[src/rtl/chip8_pkg.sv]
// Shared CHIP-8 definitions: memory map constants and the ROM loader state encoding.
package chip8_pkg;
  localparam int          CH8_ADDR_W    = 12;
  localparam logic [11:0] CH8_PROG_BASE = 12'h200;
  localparam int          CH8_RAM_SIZE  = 4096;

  typedef enum logic [2:0] {
    IDLE,
    LEN_HI,
    LEN_LO,
    DATA,
    CSUM,
    DONE
  } ldr_state_e;
endpackage

[src/rtl/chip8_rom_loader.sv]
// Streams a length-prefixed program image into CHIP-8 RAM while holding the CPU.
// Define CH8_LOADER_CHECKSUM_EN to require an 8-bit additive checksum trailer.
module chip8_rom_loader
  import chip8_pkg::*;
#(
  parameter int                ADDR_W    = CH8_ADDR_W,
  parameter logic [ADDR_W-1:0] BASE_ADDR = ADDR_W'(CH8_PROG_BASE),
  parameter int                MAX_LEN   = CH8_RAM_SIZE - int'(CH8_PROG_BASE)
) (
  input  logic              clk,
  input  logic              reset,
  input  logic              start,
  input  logic              abort,
  input  logic [7:0]        s_data,
  input  logic              s_valid,
  output logic              s_ready,
  output logic              ram_we,
  output logic [ADDR_W-1:0] ram_addr,
  output logic [7:0]        ram_wdata,
  output logic              cpu_hold,
  output logic              busy,
  output logic              done,
  output logic              error,
  output logic [ADDR_W-1:0] load_len
);

  ldr_state_e        state_q, state_d;
  logic [7:0]        hi_q, hi_d;
  logic [ADDR_W-1:0] load_len_q, load_len_d;
  logic [ADDR_W-1:0] idx_q, idx_d;
  logic              we_q, we_d;
  logic [ADDR_W-1:0] addr_q, addr_d;
  logic [7:0]        wdata_q, wdata_d;
  logic              error_q, error_d;
  logic              hold_q, hold_d;
`ifdef CH8_LOADER_CHECKSUM_EN
  logic [7:0]        sum_q, sum_d;
`endif

  logic        accept;
  logic [15:0] len;
  logic        last;

  assign s_ready = (state_q == LEN_HI) || (state_q == LEN_LO) ||
                   (state_q == DATA)   || (state_q == CSUM);
  // abort beats a simultaneous transfer, so the byte is never consumed
  assign accept  = s_valid && s_ready && !abort;
  assign len     = {hi_q, s_data};
  assign last    = (idx_q == load_len_q - ADDR_W'(1));

  always_comb begin
    state_d    = state_q;
    hi_d       = hi_q;
    load_len_d = load_len_q;
    idx_d      = idx_q;
    we_d       = 1'b0;
    addr_d     = addr_q;
    wdata_d    = wdata_q;
    error_d    = error_q;
`ifdef CH8_LOADER_CHECKSUM_EN
    sum_d      = sum_q;
`endif
    if (abort && state_q != IDLE) begin
      state_d = IDLE;
      error_d = 1'b1;
    end else begin
      case (state_q)
        IDLE: if (start) begin
          state_d = LEN_HI;
          error_d = 1'b0;
        end
        LEN_HI: if (accept) begin
          hi_d    = s_data;
          state_d = LEN_LO;
        end
        LEN_LO: if (accept) begin
          if (len == 16'd0 || len > 16'(MAX_LEN)) begin
            error_d = 1'b1;
            state_d = IDLE;
          end else begin
            load_len_d = len[ADDR_W-1:0];
            idx_d      = '0;
`ifdef CH8_LOADER_CHECKSUM_EN
            sum_d      = 8'd0;
`endif
            state_d    = DATA;
          end
        end
        DATA: if (accept) begin
          we_d    = 1'b1;
          addr_d  = BASE_ADDR + idx_q;
          wdata_d = s_data;
          idx_d   = idx_q + ADDR_W'(1);
`ifdef CH8_LOADER_CHECKSUM_EN
          sum_d   = sum_q + s_data;
          if (last) state_d = CSUM;
`else
          if (last) state_d = DONE;
`endif
        end
`ifdef CH8_LOADER_CHECKSUM_EN
        CSUM: if (accept) begin
          if (s_data == sum_q) begin
            state_d = DONE;
          end else begin
            error_d = 1'b1;
            state_d = IDLE;
          end
        end
`endif
        DONE:    state_d = IDLE;
        default: state_d = IDLE;
      endcase
    end
    hold_d = (state_d != IDLE);
  end

  always_ff @(posedge clk or posedge reset) begin
    if (reset) begin
      state_q    <= IDLE;
      hi_q       <= '0;
      load_len_q <= '0;
      idx_q      <= '0;
      we_q       <= 1'b0;
      addr_q     <= '0;
      wdata_q    <= '0;
      error_q    <= 1'b0;
      hold_q     <= 1'b0;
`ifdef CH8_LOADER_CHECKSUM_EN
      sum_q      <= '0;
`endif
    end else begin
      state_q    <= state_d;
      hi_q       <= hi_d;
      load_len_q <= load_len_d;
      idx_q      <= idx_d;
      we_q       <= we_d;
      addr_q     <= addr_d;
      wdata_q    <= wdata_d;
      error_q    <= error_d;
      hold_q     <= hold_d;
`ifdef CH8_LOADER_CHECKSUM_EN
      sum_q      <= sum_d;
`endif
    end
  end

  assign ram_we    = we_q;
  assign ram_addr  = addr_q;
  assign ram_wdata = wdata_q;
  assign cpu_hold  = hold_q;
  assign busy      = (state_q != IDLE);
  // an abort landing in DONE turns the load into an error, never both
  assign done      = (state_q == DONE) && !abort;
  assign error     = error_q;
  assign load_len  = load_len_q;

endmodule

[config.mk]
export PLATFORM = sky130hd
export DESIGN_NAME = chip8_rom_loader
export DESIGN_NICKNAME = d
export VERILOG_FILES = /design/src/rtl/chip8_pkg.sv /design/src/rtl/chip8_rom_loader.sv
export SDC_FILE = /design/constraint.sdc
export NUM_CORES = 1
export LEC_CHECK = 0
export BUFFER_PORTS_ARGS = -buffer_cell sky130_fd_sc_hd__buf_2
export CAP_MARGIN = 20
export CORE_ASPECT_RATIO = 1.2
export CORE_MARGIN = 8
export CORE_UTILIZATION = 55
export DETAILED_ROUTE_END_ITERATION = 12
export MAX_ROUTING_LAYER = met4
export PLACE_DENSITY = 0.78
export SLEW_MARGIN = 20
export SYNTH_ARGS = -nofsm -noshare
export SYNTH_HDL_FRONTEND = slang
export SYNTH_SLANG_ARGS = --single-unit
[constraint.sdc]
create_clock -name clk -period 3.1 [get_ports clk]
set_input_delay 0.775 -clock clk [delete_from_list [all_inputs] [get_ports clk]]
set_output_delay 0.775 -clock clk [all_outputs]
set_load 0.01 [all_outputs]
==> results.py, run 1 <==
metrics = {
    "run_status": {
        "status": "finished clean",
    },
    "sta": {
        "finClkSkew_ns": 0.00629,
        "grt_setup_unrepaired": "no",
        "setup_violations": 0,
        "worst_slew_pin_slew_ns": 0.601,
        "post-route-worst-setup-slack_ns": 0.308,
        "finalHoldViolations": 0,
        "slew_violations": 0,
        "holdWs_ns": 0.472,
        "finalCritPeriodShare_pct": 90.1,
        "slew_headroom_pct": 59.8,
        "period_needed_ns": 2.79,
        "tns_ns": 0,
        "max_clock_freq_mhz": 358,
    },
    "logic_synthesis": {
        "synth_ff_type": "dfrtp_1",
        "ys_ff_latch": 58,
        "yosys.area.top_type": "dfrtp_1",
        "synth_area_per_cell_um2": 10.1,
        "netlist_instances": 293,
        "synth.distinct_cells": 47,
        "synth_seq_area_share_pct": 49.3,
        "synth_nets": 309,
        "synth_warnings": 0,
        "synthArstFlopShare_pct": 100,
        "synthTopCellsByArea": "dfrtp_1, mux2_2, xnor2_1",
        "yosysTopAreaCellShare_pct": 49.3,
        "synth_area_um2": 2950,
        "synth-edff-count": 0,
    },
    "global_route": {
        "grt_usage_pct": 18.3,
        "busiest_layer": "met2",
        "grt_overflow": 0,
        "grt_pass1_vias": 2390,
        "grt_max_degree": 59,
        "antenna_found_initial": 0,
        "grt_pass1_wl_um": 11300,
        "use_met3_pct": 6.94,
        "grt_use_met2_pct": 30.9,
        "use_met1_pct": 19.0,
    },
    "place": {
        "dpl.hpwl_um": 4760,
        "port_buffers": 50,
        "gp_congestion": 0.917,
        "place_ws_ns": 0.336,
    },
    "die": {
        "die_h_um": 96.2,
        "die_area_um2": 7970,
        "rows": 29,
        "coreArea_um2": 5230,
        "die_w_um": 82.8,
        "io_pins": 51,
        "start_util_pct": 56.4,
    },
    "job": {
        "cap_violations": 0,
    },
    "setup_path": {
        "r2r_slack_ns": 0.31,
        "crit_path_end_kind": "flop",
        "r2r-start": "load_len[0]",
        "regToRegEndpoint": "state_q[2]",
        "crit_start": "load_len[0]",
        "worstPathMaxFanout": 5,
        "required_ns": 3.36,
        "worst-setup-path-type": "reg -> reg",
        "worstSetupStartpointType": "flop",
        "arrival_ns": 3.06,
        "reg2reg_depth": 8,
    },
    "routing": {
        "ant_nets": 0,
        "dr.pass1.iters": 4,
        "first_iter_violations": 122,
        "wl_per_cell_um": 16.1,
        "drc": 0,
        "viasPerCell": 5.70,
        "num_vias": 2332,
        "drt_wl_total_um": 6600,
    },
    "worst_hold_path": {
        "min_delay_path_depth": 2,
        "hp-class": "reg -> reg",
        "hold_start": "ram_addr[11]",
        "holdPathEnd": "ram_addr[11]",
    },
    "clock_network": {
        "numClockSinks": 58,
        "cts_hold_buf": 0,
        "cts_tree": "yes",
        "worstSkewPairLatency_ns": 0.34,
        "clkTransAtPathRegs_ns": 0.06,
        "clock_path_buffers": 2,
        "cts_resized": 0,
        "cts_buffers": 9,
        "cts_setup_buffers": 0,
        "h-tree-depth": 3,
        "clockRootBuffer": "clkbuf_8",
    },
    "final_layout": {
        "multiInputGateArea_um2": 1410,
        "nFillCells": 420,
        "final_common_cell": "dfrtp_1",
        "most-common-layout-cells": "dfrtp_1, buf_2, nand2_1",
        "nNetsFinal": 358,
        "drive_above_1_share_pct": 29.1,
        "diodes": 0,
        "seqCellArea_um2": 1450,
        "area_delta_synth_final_pct": 16.7,
        "utilization_pct": 65.8,
    },
    "power": {
        "powerDensity_nw_per_um2": 810,
        "leakagePower_uw": 0.00168,
        "irDropWorstVdd_mv": 0.531,
    },
}
## power breakdown
group | internal, µW | switching [µW] | total [µW]
clock | 353 | 281 | 634
combinational | 443 | 501 | 944
sequential | 973 | 236 | 1210
total | 1770 | 1020 | 2790
## how the worst max path moves through the flow
stage | endpoint | slack [ns] | depth (start not counted)
floorplan | idx_q[10] | 0.72 | 7
global placement | state_q[2] | 0.43 | 8
detailed placement | state_q[2] | 0.34 | 8
CTS | state_q[2] | 0.30 | 8
global route | state_q[2] | 0.08 | 8
finish | state_q[2] | 0.31 | 8
## registers in the layout, indices dropped and copies added, names as in the netlist
| register | flops |
|---|---|
| idx_q | 12 |
| load_len | 12 |
| ram_addr | 12 |
| hi_q | 8 |
| ram_wdata | 8 |
| state_q | 3 |
| cpu_hold | 1 |
| error | 1 |
| ram_we | 1 |
## layout make-up
type / instances / share of cell area (%)
clock buffer: 14 / 5.02
clock inverter: 2 / 0.291
inverter: 8 / 0.873
multi-input combinational: 211 / 40.9
sequential: 58 / 42.2
tap: 62 / 2.26
timing repair buffer: 54 / 8.51
## stage by stage
step                instances  cell area (µm²)  total power [µW]
floorplan                 293             2950              1820
global placement          393             3260              2130
detailed placement        393             3260              2160
CTS                       409             3440              2810
global route              409             3440              2980
finish                    409             3440              2790
## layer usage
layer | vias up | share of wire [%] | wire length, µm
met5 | - | 0 | 0
met4 | 0 | 2.4 | 159
met3 | 13 | 4.6 | 302
met2 | 58 | 51 | 3400
met1 | 1136 | 42 | 2740
li1 | 1125 | - | -
## cell usage after synthesis (2+ instances only)
library cell,n
inv_1,8
and4_1,2
nor4_1,2
nand3b_1,2
nor3b_1,2
nand4_1,3
nand3_1,11
nand2b_1,3
ha_1,3
nor2_1,24
clkbuf_1,16
mux2_2,26
and2_1,3
xor2_1,3
xnor2_1,19
nor4b_1,2
nand2_1,44
dfrtp_1,58
a21oi_1,3
a31oi_1,4
or4_1,3
o21ai_0,11
and3_1,3
nor3_1,15
## logic make-up (layout without fill, tap and decap cells)
| kind of cell | after synthesis | count (layout) | share of synthesized area [%] |
|---|---|---|---|
| flip-flops | 58 | 58 | 49.3 |
| adder cells (fa/ha/maj) | 3 | 3 | 1.27 |
| multiplexers | 27 | 27 | 10.3 |
| AND/OR/NAND/NOR | 128 | 128 | 22.3 |
| XOR/XNOR | 22 | 22 | 6.54 |
| AO/OA/AOI/OAI | 31 | 31 | 7.26 |
| buffers and inverters | 24 | 78 | 3.06 |
## critical path, stage by stage, from the launching register on
cell	delay [ns]
dfrtp_1	0.44
inv_1	0.11
ha_1	0.21
nor3b_1	0.53
nor4b_4	0.32
xnor2_1	0.09
a2111o_1	0.41
a2111oi_2	0.37
nor3b_2	0.23
(Power assumes the default switching activity.)
==> inputs of run 2 (changes only) <==
--- a/config.mk
+++ b/config.mk
@@ -12,4 +12,4 @@
 export CORE_UTILIZATION = 55
+export CTS_CLUSTER_DIAMETER = 200
 export DETAILED_ROUTE_END_ITERATION = 12
-export MAX_ROUTING_LAYER = met4
 export PLACE_DENSITY = 0.78
==> constraint.sdc (replaced) <==
create_clock -name clk -period 3.1 [get_ports clk]
set_input_delay 0.465 -clock clk [delete_from_list [all_inputs] [get_ports clk]]
set_output_delay 0.465 -clock clk [all_outputs]
set_load 0.01 [all_outputs]
==> run 2 against run 1 <==
- worst hold slack lost 0.14 ns
- combinational power about the same
- die area unchanged
- design area down 1.3%
- sequential power is essentially flat
- clock power shrank 8.8%
- utilization down 0.84 points
- wire length down 1.3%
- via count increased by 0.94%
- clock-buffer cell count decreased by 1
- flip-flop and latch count did not move
- critical endpoint unchanged
- largest cell class unchanged
- largest power group unchanged
==> results.py, run 2 (same netlist as run 1, synthesis figures left out) <==
metrics = {
    "run_status": {
        "status": "finished clean",
    },
    "routing": {
        "dr.pass1.iters": 4,
        "ant_nets": 0,
        "wl_per_cell_um": 16.1,
        "drc": 0,
        "drt_wl_total_um": 6520,
        "top_layer": "met4",
        "num_vias": 2354,
        "wl_met3_um": 373,
        "wl_met2_um": 3340,
        "first_iter_violations": 98,
        "wl_met1_um": 2600,
        "viasPerCell": 5.81,
    },
    "worst_hold_path": {
        "hp-class": "in -> async",
    },
    "power": {
        "powerDensity_nw_per_um2": 804,
        "p_switching_uw": 997,
        "pwr-share-clk_pct": 21.2,
        "intPower_uw": 1730,
        "irDropWorstVdd_mv": 0.485,
        "power_frac_comb_pct": 34.7,
        "power_uw": 2730,
        "swShare_pct": 36.5,
        "p_seq_share_pct": 44.1,
        "leakagePower_uw": 0.00165,
    },
    "sta": {
        "finalHoldViolations": 0,
        "tns_ns": 0,
        "period_needed_ns": 2.58,
        "max_clock_freq_mhz": 387,
        "grt_setup_unrepaired": "no",
        "finalCritPeriodShare_pct": 83.3,
        "finClkSkew_ns": 0.00658,
        "worst_slew_pin_slew_ns": 0.706,
        "setup_violations": 0,
        "slew_headroom_pct": 52.9,
        "slew_violations": 0,
    },
    "place": {
        "port_buffers": 50,
        "dpl.hpwl_um": 4890,
        "gp_congestion": 0.904,
        "dpl_cell_area_um2": 3240,
        "placed_cells": 392,
    },
    "setup_path": {
        "worst-setup-path-type": "reg -> reg",
        "crit_path_end_kind": "flop",
        "arrival_ns": 2.84,
        "r2r-start": "load_len[0]",
        "regToRegEndpoint": "state_q[2]",
        "r2r_slack_ns": 0.52,
        "worstSetupStartpointType": "flop",
        "worstPathMaxFanout": 5,
        "reg2reg_depth": 8,
        "required_ns": 3.36,
    },
    "clock_network": {
        "clockRootBuffer": "clkbuf_8",
        "cts_buffers": 9,
        "numClockSinks": 58,
        "h-tree-depth": 3,
        "cts_setup_buffers": 0,
        "cts_resized": 0,
        "worstSkewPairLatency_ns": 0.33,
        "cts_hold_buf": 0,
        "cts_tree": "yes",
        "clock_path_buffers": 2,
        "clkTransAtPathRegs_ns": 0.06,
    },
    "final_layout": {
        "nFillCells": 447,
        "final_common_cell": "dfrtp_1",
        "fin_cells": 405,
        "utilization_pct": 65.0,
        "design_area_um2": 3400,
        "most-common-layout-cells": "dfrtp_1, buf_2, nand2_1",
        "drive_above_1_share_pct": 28.3,
        "diodes": 0,
        "area_delta_synth_final_pct": 15.2,
        "nNetsFinal": 357,
    },
    "die": {
        "rows": 29,
        "die_area_um2": 7970,
        "io_pins": 51,
        "start_util_pct": 56.4,
        "die_h_um": 96.2,
        "die_w_um": 82.8,
        "coreArea_um2": 5230,
    },
    "global_route": {
        "grt_overflow": 0,
        "antenna_found_initial": 0,
        "grt_max_degree": 59,
        "grt_pass1_wl_um": 11000,
        "grt_usage_pct": 17.3,
        "grt_pass1_vias": 2417,
    },
    "job": {
        "cap_violations": 0,
    },
}
## run 2: changes by cell type in the layout (fill, tap and decap cells not counted), sizes merged
cell	change
buf	-1
clkinv	-2
clkbuf	-1
## run 2: area by class of cell
cell class	instances	area [µm²]	area share [%]
clock buffers	13	159	4.68
inverters	8	30.0	0.884
multi-input cells	211	1410	41.4
flip-flops and latches	58	1450	42.7
well taps	62	77.6	2.28
repair buffers	53	273	8.03
## run 2: per-layer routing
layer	track usage, %	vias to the layer above
met5	0	-
met4	12.2	0
met3	5.08	17
met2	30.3	85
met1	17.6	1139
li1	-	1113
## run 2: how the worst max path moves through the flow
stage / from / to / cells after the start
after floorplan: load_len[0] / state_q[2] / 8
after global placement: load_len[0] / state_q[2] / 8
after detailed placement: load_len[0] / state_q[2] / 8
after CTS: load_len[0] / state_q[2] / 8
after global routing: load_len[0] / state_q[2] / 8
final: load_len[0] / state_q[2] / 8
## run 2: power groups by stage
stage	registers [µW]	clock network, µW	logic, µW
final	1200	578	947
after global routing	1240	624	1050
after CTS	1200	595	960
after detailed placement	1210	0	956
after global placement	1190	0	934
after floorplan	1220	0	606
## run 2: worst max-delay path, stage by stage, from the launching register on
cell and delay [ns]:
dfrtp_1 0.42, inv_1 0.10, ha_1 0.20, nor3b_1 0.41, nor4b_4 0.29, xnor2_1 0.09
a2111o_1 0.40, a2111oi_2 0.38, nor3b_2 0.23
## run 2: metrics by stage
step | hold slack, ns | setup WS, ns
after global placement | 0.460 | 0.610
after floorplan | 0.457 | 0.792
after detailed placement | 0.465 | 0.533
after global routing | 0.383 | 0.259
final | 0.334 | 0.517
after CTS | 0.342 | 0.516
==> inputs of run 3 (changes only) <==
Settings changed: CORE_UTILIZATION 55 to 50, PLACE_DENSITY 0.78 to 0.75.
Clock period 3.1 ns to 2.3 ns, I/O delays scaled along.
==> run 3 against run 2 <==
- the flow now finishes with violations (negative setup slack)
- power is 50% higher
- combinational power is 69% higher
- flip-flop and latch count stayed put
- non-clock buffer count is 19 higher
- utilization is 0.31 points lower
- worst hold slack worse by 0.26 ns
- sequential share of layout area is 3.1 points lower
- clock skew is 0.0029 ns higher
==> results.py, run 3 (same netlist as run 1, synthesis figures left out) <==
metrics = {
    "final_layout": {
        "multiInputGateArea_um2": 1450,
        "nFillCells": 452,
        "seqCellArea_um2": 1450,
        "most-common-layout-cells": "dfrtp_1, buf_2, nand2_1",
        "design_area_um2": 3670,
        "diodes": 0,
        "final_common_cell": "dfrtp_1",
        "drive_above_1_share_pct": 34.0,
        "area_delta_synth_final_pct": 24.4,
        "nNetsFinal": 376,
    },
    "global_route": {
        "grt_usage_pct": 17.6,
        "grt_max_degree": 31,
        "grt_pass1_wl_um": 11800,
        "grt_overflow": 0,
        "antenna_found_initial": 0,
        "grt_pass1_vias": 2441,
    },
    "setup_path": {
        "arrival_ns": 2.57,
        "required_ns": 2.57,
        "worstPathMaxFanout": 4,
        "regToRegEndpoint": "state_q[2]",
        "worstSetupStartpointType": "flop",
        "crit_path_end_kind": "flop",
        "worst-setup-path-type": "reg -> reg",
        "reg2reg_depth": 7,
        "r2r-start": "load_len[0]",
        "r2r_slack_ns": -0.006,
    },
    "routing": {
        "dr.pass1.iters": 4,
        "drc": 0,
        "drt_wl_total_um": 6930,
        "ant_nets": 0,
        "first_iter_violations": 101,
        "wl_per_cell_um": 15.6,
        "viasPerCell": 5.38,
        "num_vias": 2395,
    },
    "sta": {
        "finalHoldViolations": 0,
        "post-route-worst-setup-slack_ns": -0.00561,
        "setup_violations": 1,
        "slew_violations": 0,
        "finalCritPeriodShare_pct": 100,
        "slew_headroom_pct": 58.1,
        "grt_setup_unrepaired": "yes",
        "worst_slew_pin_slew_ns": 0.627,
        "max_clock_freq_mhz": 434,
        "period_needed_ns": 2.31,
        "finClkSkew_ns": 0.00948,
    },
    "clock_network": {
        "worstSkewPairLatency_ns": 0.34,
        "numClockSinks": 58,
        "cts_tree": "yes",
        "cts_hold_buf": 0,
        "h-tree-depth": 3,
        "clock_path_buffers": 2,
        "clkTransAtPathRegs_ns": 0.06,
        "clockRootBuffer": "clkbuf_8",
        "cts_buffers": 9,
    },
    "place": {
        "dpl_cell_area_um2": 3420,
        "gp_congestion": 0.885,
        "dpl.hpwl_um": 5150,
        "port_buffers": 50,
    },
    "power": {
        "leakagePower_uw": 0.00178,
        "powerDensity_nw_per_um2": 1120,
        "power_uw": 4090,
        "irDropWorstVdd_mv": 0.905,
    },
    "job": {
        "cap_violations": 0,
    },
    "run_status": {
        "violations": "negative setup slack",
        "status": "complete, but fails checks",
    },
    "die": {
        "coreArea_um2": 5670,
        "die_area_um2": 8620,
        "start_util_pct": 52.0,
        "io_pins": 51,
        "rows": 30,
        "die_h_um": 100,
        "die_w_um": 86.1,
    },
    "worst_hold_path": {
        "hp-class": "in -> async",
    },
}
## run 3: cell count changes in the layout (fill, tap and decap cells not counted), sizes merged
| cell | previous run | this run |
|---|---|---|
| buf | 53 | 72 |
| clkbuf | 13 | 14 |
| bufinv | 0 | 1 |
| clkinv | 0 | 1 |
## run 3: report_power, final
part	switching, µW	internal (µW)	total (µW)
sequential	237	1310	1550
clock	382	559	941
combinational	850	750	1600
total	1470	2620	4090
## run 3: what timing repair did
| item | CTS | global route |
|---|---|---|
| endpoints found under the setup margin | 2 | 2 |
| buffers inserted | 0 | 1 |
| pin swaps | 0 | 5 |
| gates resized for setup | 4 | 5 |
## run 3: final cells by class
class	instances	share of cell area (%)
multi-input cells	211	39.7
flip-flops and latches	58	39.6
repair buffers	72	11.8
clock buffers	14	4.44
well taps	80	2.73
clock inverters	2	0.956
inverters	8	0.819
## run 3: worst max-delay path: stages (launching register included)
cell	delay (ns)
dfrtp_1	0.40
or4_4	0.54
buf_6	0.14
nor3_4	0.23
mux2i_1	0.25
o31ai_2	0.12
a2111oi_4	0.34
nor3b_2	0.21
## run 3: worst max path at each step
stage / slack [ns] / from / depth (start not counted) / to
2_1_floorplan: 0.02 / load_len[4] / 6 / state_q[2]
3_3_place_gp: -0.04 / load_len[4] / 6 / state_q[2]
4_1_cts: -0.03 / load_len[4] / 6 / state_q[2]
3_5_place_dp: -0.08 / load_len[0] / 7 / state_q[2]
6_report: -0.006 / load_len[0] / 7 / state_q[2]
5_1_grt: -0.12 / load_len[2] / 7 / state_q[2]
## run 3: stage by stage
step	hold slack, ns	utilization [%]	setup TNS, ns	instances	setup slack [ns]
5_1_grt	0.139	64.7	-0.196	445	-0.119
3_3_place_gp	0.455	60.3	-0.0392	428	-0.0392
2_1_floorplan	0.446	-	0	293	0.0178
4_1_cts	0.0936	64.3	-0.0340	444	-0.0340
3_5_place_dp	0.461	60.3	-0.0887	428	-0.0794
6_report	0.0778	64.7	-0.00561	445	-0.00561
## run 3: routing by layer
layer / track usage (%) / wire length, µm / vias up
li1: - / - / 1158
met1: 19.6 / 2910 / 1164
met2: 30.7 / 3580 / 60
met3: 3.68 / 284 / 13
met4: 9.32 / 159 / 0
met5: 0 / 0 / -
